[config.mk]
export PLATFORM = sky130hd
export DESIGN_NAME = bp_me_cce_mem_cmd_arbiter
export DESIGN_NICKNAME = d
export VERILOG_FILES = /design/src/rtl/bp_me_cce_mem_cmd_arbiter.sv
export SDC_FILE = /design/constraint.sdc
export NUM_CORES = 1
export LEC_CHECK = 0
export BUFFER_PORTS_ARGS = -buffer_cell sky130_fd_sc_hd__buf_2
export CORE_AREA = 2 2 215 217
export DETAILED_ROUTE_END_ITERATION = 10
export DIE_AREA = 0 0 217 219
export PLACE_DENSITY_LB_ADDON = 0.15
export SETUP_SLACK_MARGIN = 0.05
export SYNTH_ARGS = -nofsm -noshare
export SYNTH_HDL_FRONTEND = slang
export SYNTH_SLANG_ARGS = --single-unit
[constraint.sdc]
create_clock -name clk_i -period 2.4 [get_ports clk_i]
set_input_delay 0.24 -clock clk_i [delete_from_list [all_inputs] [get_ports clk_i]]
set_output_delay 0.24 -clock clk_i [all_outputs]
set_load 0.02 [all_outputs]
[src/rtl/bp_me_cce_mem_cmd_arbiter.sv]
// Round-robin arbiter sharing one BedRock mem command channel (header + burst data)
// among CCE-side sources; a grant is held from header acceptance to the last data beat.
module bp_me_cce_mem_cmd_arbiter #(
   parameter int unsigned num_src_p      = 3,
   parameter int unsigned header_width_p = 64,
   parameter int unsigned data_width_p   = 64,
   parameter int unsigned max_beats_p    = 8,
   localparam int unsigned cnt_w_lp      = $clog2(max_beats_p + 1)
) (
   input  logic                                clk_i,
   input  logic                                reset_i,
   input  logic [num_src_p*header_width_p-1:0] src_header_i,
   input  logic [num_src_p-1:0]                src_header_v_i,
   input  logic [num_src_p-1:0]                src_has_data_i,
   output logic [num_src_p-1:0]                src_header_ready_and_o,
   input  logic [num_src_p*data_width_p-1:0]   src_data_i,
   input  logic [num_src_p-1:0]                src_data_v_i,
   input  logic [num_src_p-1:0]                src_data_last_i,
   output logic [num_src_p-1:0]                src_data_ready_and_o,
   output logic [header_width_p-1:0]           mem_cmd_header_o,
   output logic                                mem_cmd_header_v_o,
   input  logic                                mem_cmd_header_ready_and_i,
   output logic [data_width_p-1:0]             mem_cmd_data_o,
   output logic                                mem_cmd_data_v_o,
   output logic                                mem_cmd_data_last_o,
   input  logic                                mem_cmd_data_ready_and_i,
   output logic [num_src_p-1:0]                grant_o,
   output logic [cnt_w_lp-1:0]                 beat_cnt_o,
   output logic                                overrun_o
);
   localparam int unsigned src_w_lp = (num_src_p > 1) ? $clog2(num_src_p) : 1;

   typedef enum logic [1:0] {e_idle, e_hdr_hold, e_data} state_e;

   state_e              state_q, state_d;
   logic [src_w_lp-1:0] rr_q, rr_d;
   logic [src_w_lp-1:0] owner_q, owner_d;
   logic [cnt_w_lp-1:0] beat_cnt_q, beat_cnt_d;
   logic                overrun_q, overrun_d;

   logic                win_v;
   logic [src_w_lp-1:0] win;
   int unsigned         scan;
   logic [src_w_lp-1:0] hdr_src;
   logic                hdr_v;
   logic                hdr_hs;
   logic                data_v;
   logic                data_hs;

   function automatic logic [src_w_lp-1:0] next_src(input logic [src_w_lp-1:0] s);
      return (32'(s) == num_src_p - 1) ? '0 : s + src_w_lp'(1);
   endfunction

   // First valid header scanning upward from rr_q; the index wraps modulo num_src_p
   always_comb begin
      win_v = 1'b0;
      win   = rr_q;
      scan  = 0;
      for (int unsigned i = 0; i < num_src_p; i++) begin
         scan = 32'(rr_q) + i;
         if (scan >= num_src_p) scan = scan - num_src_p;
         if (!win_v && src_header_v_i[src_w_lp'(scan)]) begin
            win_v = 1'b1;
            win   = src_w_lp'(scan);
         end
      end
   end

   always_comb begin
      state_d    = state_q;
      rr_d       = rr_q;
      owner_d    = owner_q;
      beat_cnt_d = beat_cnt_q;
      overrun_d  = overrun_q;

      hdr_src = (state_q == e_hdr_hold) ? owner_q : win;
      hdr_v   = 1'b0;
      hdr_hs  = 1'b0;
      data_v  = src_data_v_i[owner_q];
      data_hs = 1'b0;

      grant_o                = '0;
      src_header_ready_and_o = '0;
      src_data_ready_and_o   = '0;
      mem_cmd_header_o       = src_header_i[32'(hdr_src)*header_width_p +: header_width_p];
      mem_cmd_header_v_o     = 1'b0;
      mem_cmd_data_o         = src_data_i[32'(owner_q)*data_width_p +: data_width_p];
      mem_cmd_data_v_o       = 1'b0;
      mem_cmd_data_last_o    = 1'b0;

      case (state_q)
         e_idle, e_hdr_hold: begin
            // a held header keeps its owner so it stays stable under backpressure
            hdr_v = (state_q == e_hdr_hold) ? src_header_v_i[owner_q] : win_v;
            if (state_q == e_hdr_hold || win_v) begin
               grant_o[hdr_src]                = 1'b1;
               src_header_ready_and_o[hdr_src] = mem_cmd_header_ready_and_i;
            end
            mem_cmd_header_v_o = hdr_v;
            hdr_hs             = hdr_v && mem_cmd_header_ready_and_i;
            if (hdr_hs) begin
               if (src_has_data_i[hdr_src]) begin
                  owner_d    = hdr_src;
                  beat_cnt_d = '0;
                  state_d    = e_data;
               end else begin
                  rr_d    = next_src(hdr_src);
                  state_d = e_idle;
               end
            end else if (hdr_v) begin
               owner_d = hdr_src;
               state_d = e_hdr_hold;
            end
         end
         e_data: begin
            grant_o[owner_q]              = 1'b1;
            src_data_ready_and_o[owner_q] = mem_cmd_data_ready_and_i;
            mem_cmd_data_v_o              = data_v;
            mem_cmd_data_last_o           = src_data_last_i[owner_q];
            data_hs                       = data_v && mem_cmd_data_ready_and_i;
            if (data_hs) begin
               if (32'(beat_cnt_q) >= max_beats_p) overrun_d = 1'b1;
               if (beat_cnt_q != '1) beat_cnt_d = beat_cnt_q + cnt_w_lp'(1);
               if (src_data_last_i[owner_q]) begin
                  rr_d    = next_src(owner_q);
                  state_d = e_idle;
               end
            end
         end
         default: state_d = e_idle;
      endcase

      // handshake outputs are forced quiet for as long as reset is held
      if (!reset_i) begin
         grant_o                = '0;
         src_header_ready_and_o = '0;
         src_data_ready_and_o   = '0;
         mem_cmd_header_v_o     = 1'b0;
         mem_cmd_data_v_o       = 1'b0;
         mem_cmd_data_last_o    = 1'b0;
      end
   end

   always_ff @(posedge clk_i or negedge reset_i) begin
      if (!reset_i) begin
         state_q    <= e_idle;
         rr_q       <= '0;
         owner_q    <= '0;
         beat_cnt_q <= '0;
         overrun_q  <= 1'b0;
      end else begin
         state_q    <= state_d;
         rr_q       <= rr_d;
         owner_q    <= owner_d;
         beat_cnt_q <= beat_cnt_d;
         overrun_q  <= overrun_d;
      end
   end

   assign beat_cnt_o = beat_cnt_q;
   assign overrun_o  = overrun_q;

   // a presented header must stay valid until it is accepted
   a_hdr_held: assert property (@(posedge clk_i) disable iff (!reset_i)
      (state_q == e_hdr_hold) |-> src_header_v_i[owner_q]);

endmodule
# After elaboration in Yosys (flattened, before gate mapping)
# Index checks and enable logic that the tools add are counted.
word_totals:
  word_cells: 123
  ff_bits: 11
classes:
  bitwise: 2
  muxes: 64
  add_sub_neg: 8
  n_reduce_logical: 18
  n_lt_le_gt_ge: 11
  shift: 2
  eq_ne: 13
op_table:
  columns: ["operator", "n"]
  rows:
  - ["192-bit by 9-bit variable part select with 64-bit output", 2]
  - ["2-bit two-way mux", 21]
  - ["3-bit two-way mux", 7]
  - ["1-bit two-way mux", 19]
  - ["4-bit two-way mux", 4]
  - ["2-bit by 3-bit less-than comparator with 1-bit output, second input constant", 5]
  - ["1-bit binary-select mux with 2-bit select", 7]
  - ["2-bit != test, second input constant", 6]
  - ["5-bit AND reduction", 2]
  - ["3-bit AND reduction", 3]
  - ["2-bit one-hot mux with 2 select lines", 2]
  - ["4-bit one-hot mux with 2 select lines", 1]
  - ["3-bit bitwise AND", 2]
  - ["2-bit == test, second input constant", 3]
  - ["3-bit by 2-bit >= comparator with 1-bit output, second input constant", 2]
  - ["1-bit logical AND", 6]
  - ["3-bit one-hot mux with 2 select lines", 1]
  - ["2-bit subtractor, second input constant", 3]
  - ["2-bit by 1-bit adder with 2-bit output, second input constant", 2]
  - ["4-bit by 1-bit adder with 4-bit output, second input constant", 1]
  - ["1-bit demux with 2-bit select", 2]
  - ["2-bit by 1-bit >= comparator with 1-bit output, second input constant", 2]
  - ["4-bit >= comparator, second input constant", 1]
  - ["4-bit != test, second input constant", 1]
  - ["other kinds (11)", 13]

# Depth between registers and ports, before layout
depth:
  ltp_word: 20
  depth_mapped: 12
  mapped_depth_nobuf: 9

# Least setup slack after synthesis
# Ideal clock, no wire load.
synth_timing:
  kind: "reg2out"
  start: "register rr_q[0]"
  end: "output mem_cmd_header_o[0]"
  required_time_ns: 2.160
  path_slack_ns: -0.514
  stages_incl_launch_ff: 13
  t_arrival_ns: 2.674
  cell_sequence: "dfrtp_1 > inv_1 > ha_1 > buf_4 > nand2_1 > o22ai_1 > mux2_2 > a21oi_1 > o21a_1 > buf_2 > buf_2 > a21oi_1 > a31oi_1"
synth_via:
  elab_chain_len: 13
  elab_cells_between_ends: 28
synth_rtl:
  columns: ["element", "line_no", "source"]
  rows:
  - ["start, declared", "36", "logic [src_w_lp-1:0] rr_q, rr_d;"]
  - ["start signal, assigned", "153", "rr_q <= rr_d;"]
  - ["parallel branches: the longest is 10 deep, another holds 2-bit by 1-bit adder with 3-bit output", null, null]
  - ["2-bit two-way mux (*)", "62", "if (!win_v && src_header_v_i[src_w_lp'(scan)]) begin"]
  - ["2-bit two-way mux (*)", "76", "hdr_src = (state_q == e_hdr_hold) ? owner_q : win;"]
  - ["192-bit by 9-bit variable part select with 64-bit output (*)", "85", "mem_cmd_header_o = src_header_i[32'(hdr_src)*header_width_p +: header_width_p];"]
  - ["end, declared", "20", "output logic [header_width_p-1:0] mem_cmd_header_o,"]
# Every way passes the cells marked *. The select of a mux whose other input is x is not followed.

# Worst setup path after layout
layout_timing:
  start: "register rr_q[0]"
  end: "output mem_cmd_header_o[11]"
# The elaborated chain is that of the path after synthesis.

==> impl_metrics.yaml <==
drt:
  postRouteAntennaNets: 0
  wirelength_um: 34900
  viasPerCell: 3.96
  wire_per_inst_um: 18.4
  route.detailed.drc: 0
  vias: 7504
  first_pass_iters: 4
  drt-initial-drc-count: 208
worst_setup_path:
  cp.required_ps: 2160
  crit_chain: "buf_6, ha_4, mux2i_2, mux2_4, o21a_4, a221oi_4, buf_6, buf_12, buf_12, buf_16, nand2_4, a31oi_4, buf_6"
  arrival_ps: 2800
  worst-path-max-fanout: 6
  slowest_delay_ps: 430
  crit_slowest_cell: "dfrtp_2"
  cp_common_cell: "buf_6"
  cp-end-kind: "output port"
  startpoint_type: "flip-flop"
  crit_type: "flip-flop to output port"
synth:
  synth_seq_cells: 11
  yosys.area.top_type: "nand2_1"
  yosysSeqAreaShare_pct: 7.19
  synth_cell_types: 48
  synth_flop_cell: "dfrtp_1"
  synth_top_area_share_pct: 20.3
  synth_cells: 648
  synthTopCellsByArea: "nand2_1, mux2i_1, a31oi_1"
  async_flop_share_pct: 100
  syn_area_per_cell_sq_um: 5.91
  ys_warn_count: 0
  synth_nets: 1054
  synth_area_sq_um: 3830
  synth_edf_count: 0
  yosysMostFrequentCell: "nand2_1"
  yosys-top-cells-count: "nand2_1, mux2i_1, o21ai_0"
floorplan:
  die-area_sq_um: 47500
  core_area_sq_um: 45100
  rows: 78
  die_height_um: 219
  pin_count: 545
  fp.dieW_um: 217
  start_util_pct: 8.49
sta:
  fin_ws_ps: -639
  finalCriticalPeriod_ps: 3040
  final-hold-violation-count: 0
  clock_skew_ps: 5.46
  fmax_mhz: 329
  relSlewSlack_pct: 57.9
  fin_setup_tns_ps: -44610
  setup_viol: 80
  hold_slack_ps: 316
  worstMarginPinSlew_ps: 632
  rsz0062_at_grt: "yes"
  finalMaxSlewViolations: 0
  final.period_utilization_pct: 127
clock_network:
  clk_latency_ps: 240
  clock_path_buffers: 2
  cts.sinks: 11
  clk_pin_slew_worst_paths_ps: 40
  htreeDepth: 1
  clockRootBuffer: "clkbuf_16"
  cts_tree: "built"
  numCtsBuffers: 3
layout:
  area_growth_pct: 189
  final_util_pct: 24.5
  drive_gt1_share_pct: 72.5
  fillCellCount: 5106
  final_nets: 1696
grt:
  grt_max_degree: 65
  grt_first_pass_wirelength_um: 47500
  grt_pass1_vias: 7743
  track_usage_pct: 13.2
  antenna_found_initial: 7
  grt_overflow: 0
power_and_ir_drop:
  power_leakage_nw: 5.09
  p_per_area_nw_per_um2: 2180
  p_total_mw: 24.1
  ir_worst_vdd_uv: 1180
placement:
  port-buffer-count: 544
  pre_cts_slack_ps: -621
  place_hpwl_um: 28500
  gp_congestion: 0.852
outcome:
  outcome: "finished with violations"
  failed_checks: "setup timing"
hold_path:
  hp-class: "input pin to flip-flop"
flow_run:
  cap_violations: 0
-- cells by family (layout without fill, tap and decap cells) --
logic type | count (synthesis) | after routing | share of synthesized area, %
fa+ha+maj | 6 | 6 | 1.96
other cells | 0 | 5 | 0
compound gates | 234 | 234 | 35.9
buf+inv | 70 | 711 | 7.68
xor+xnor | 2 | 2 | 0.458
simple gates | 247 | 247 | 26.1
mux | 78 | 78 | 20.7
flops | 11 | 11 | 7.19
-- cell usage in the layout, fill, tap and decap left out, types with 3 or more instances in the layout --
master / netlist / routed
buf_4: 2 / 112
a21oi_4: 0 / 10
nand2_1: 207 / 143
and3_1: 5 / 4
ha_1: 6 / 3
a21oi_2: 0 / 39
diode_2: 0 / 5
dfrtp_1: 11 / 7
a21oi_1: 67 / 18
nand3_2: 0 / 3
buf_16: 0 / 6
o211ai_1: 3 / 3
a31oi_4: 0 / 62
inv_1: 8 / 5
mux2_4: 1 / 6
nand2_2: 0 / 36
o21ai_0: 69 / 67
buf_6: 0 / 79
buf_8: 0 / 4
and2_4: 0 / 4
mux2i_1: 71 / 67
a31oi_2: 0 / 3
nor2_1: 10 / 8
buf_2: 19 / 475
dfrtp_2: 0 / 3
buf_12: 0 / 17
nand2_4: 0 / 28
clkbuf_16: 0 / 8
-- where the power goes --
group / internal [mW] / switching, mW
logic: 11.1 / 12.3
registers: 0.261 / 0.132
clock network: 0.223 / 0.0859
total: 11.6 / 12.5
-- metal layers --
metal / routed length [um] / GRT usage, % / vias to the layer above
met3: 2340 / 2.62 / 46
li1: - / - / 3624
met2: 19400 / 26.8 / 382
met1: 11800 / 12.6 / 3450
met4: 1350 / 5.68 / 2
met5: 13 / 0 / -
-- final timing paths --
path | start | to | slack (ps) | cells after the start
worst max-delay path | rr_q[0] | mem_cmd_header_o[11] | -640 | 13
worst min-delay path | mem_cmd_header_ready_and_i | state_q[0] | 320 | 2
worst max register to register | rr_q[0] | rr_q[0] | -460 | 12
worst min register to register | overrun_o | overrun_o | 480 | 1
max in group asynchronous | reset_i | beat_cnt_o[3] | 1550 | 3
min in group asynchronous | reset_i | beat_cnt_o[2] | 450 | 2
-- repair_timing --
action	4_1_cts	5_1_grt
setup endpoints to repair	80	81
pin swaps	48	26
gates resized for setup	256	48
hold buffers	1	0
hold endpoints to repair	7	0
buffers inserted	28	14
gates cloned	3	6
-- state kept, by name, indices dropped and copies added, names as in the netlist --
| signal | count |
|---|---|
| beat_cnt_o | 4 |
| overrun_o | 1 |
| owner_q | 2 |
| rr_q | 2 |
| state_q | 2 |
-- layout make-up --
class                      instances  area [sq um]  area share [%]
timing repair buffer             699          4810            43.5
sequential                        11           283            2.56
inverter                           8          32.5           0.294
tap                              600           751            6.78
antenna                            5          12.5           0.113
multi-input combinational        567          5100            46.1
clock buffer                       4          78.8           0.712
-- critical path: cells and delay by family, from the launching register on --
kind            cells  cell delay, ps
compound gates      3             670
fa+ha+maj           1             160
buf+inv             6             780
flops               1             430
mux                 2             450
simple gates        1              50
-- stage by stage --
stage	instance area [sq um]	instances
after floorplan	5200	648
after global placement	9250	1834
after detailed placement	9250	1834
after CTS	10600	1870
after global routing	11100	1893
final	11100	1894
Power figures use the tool's default switching activity.
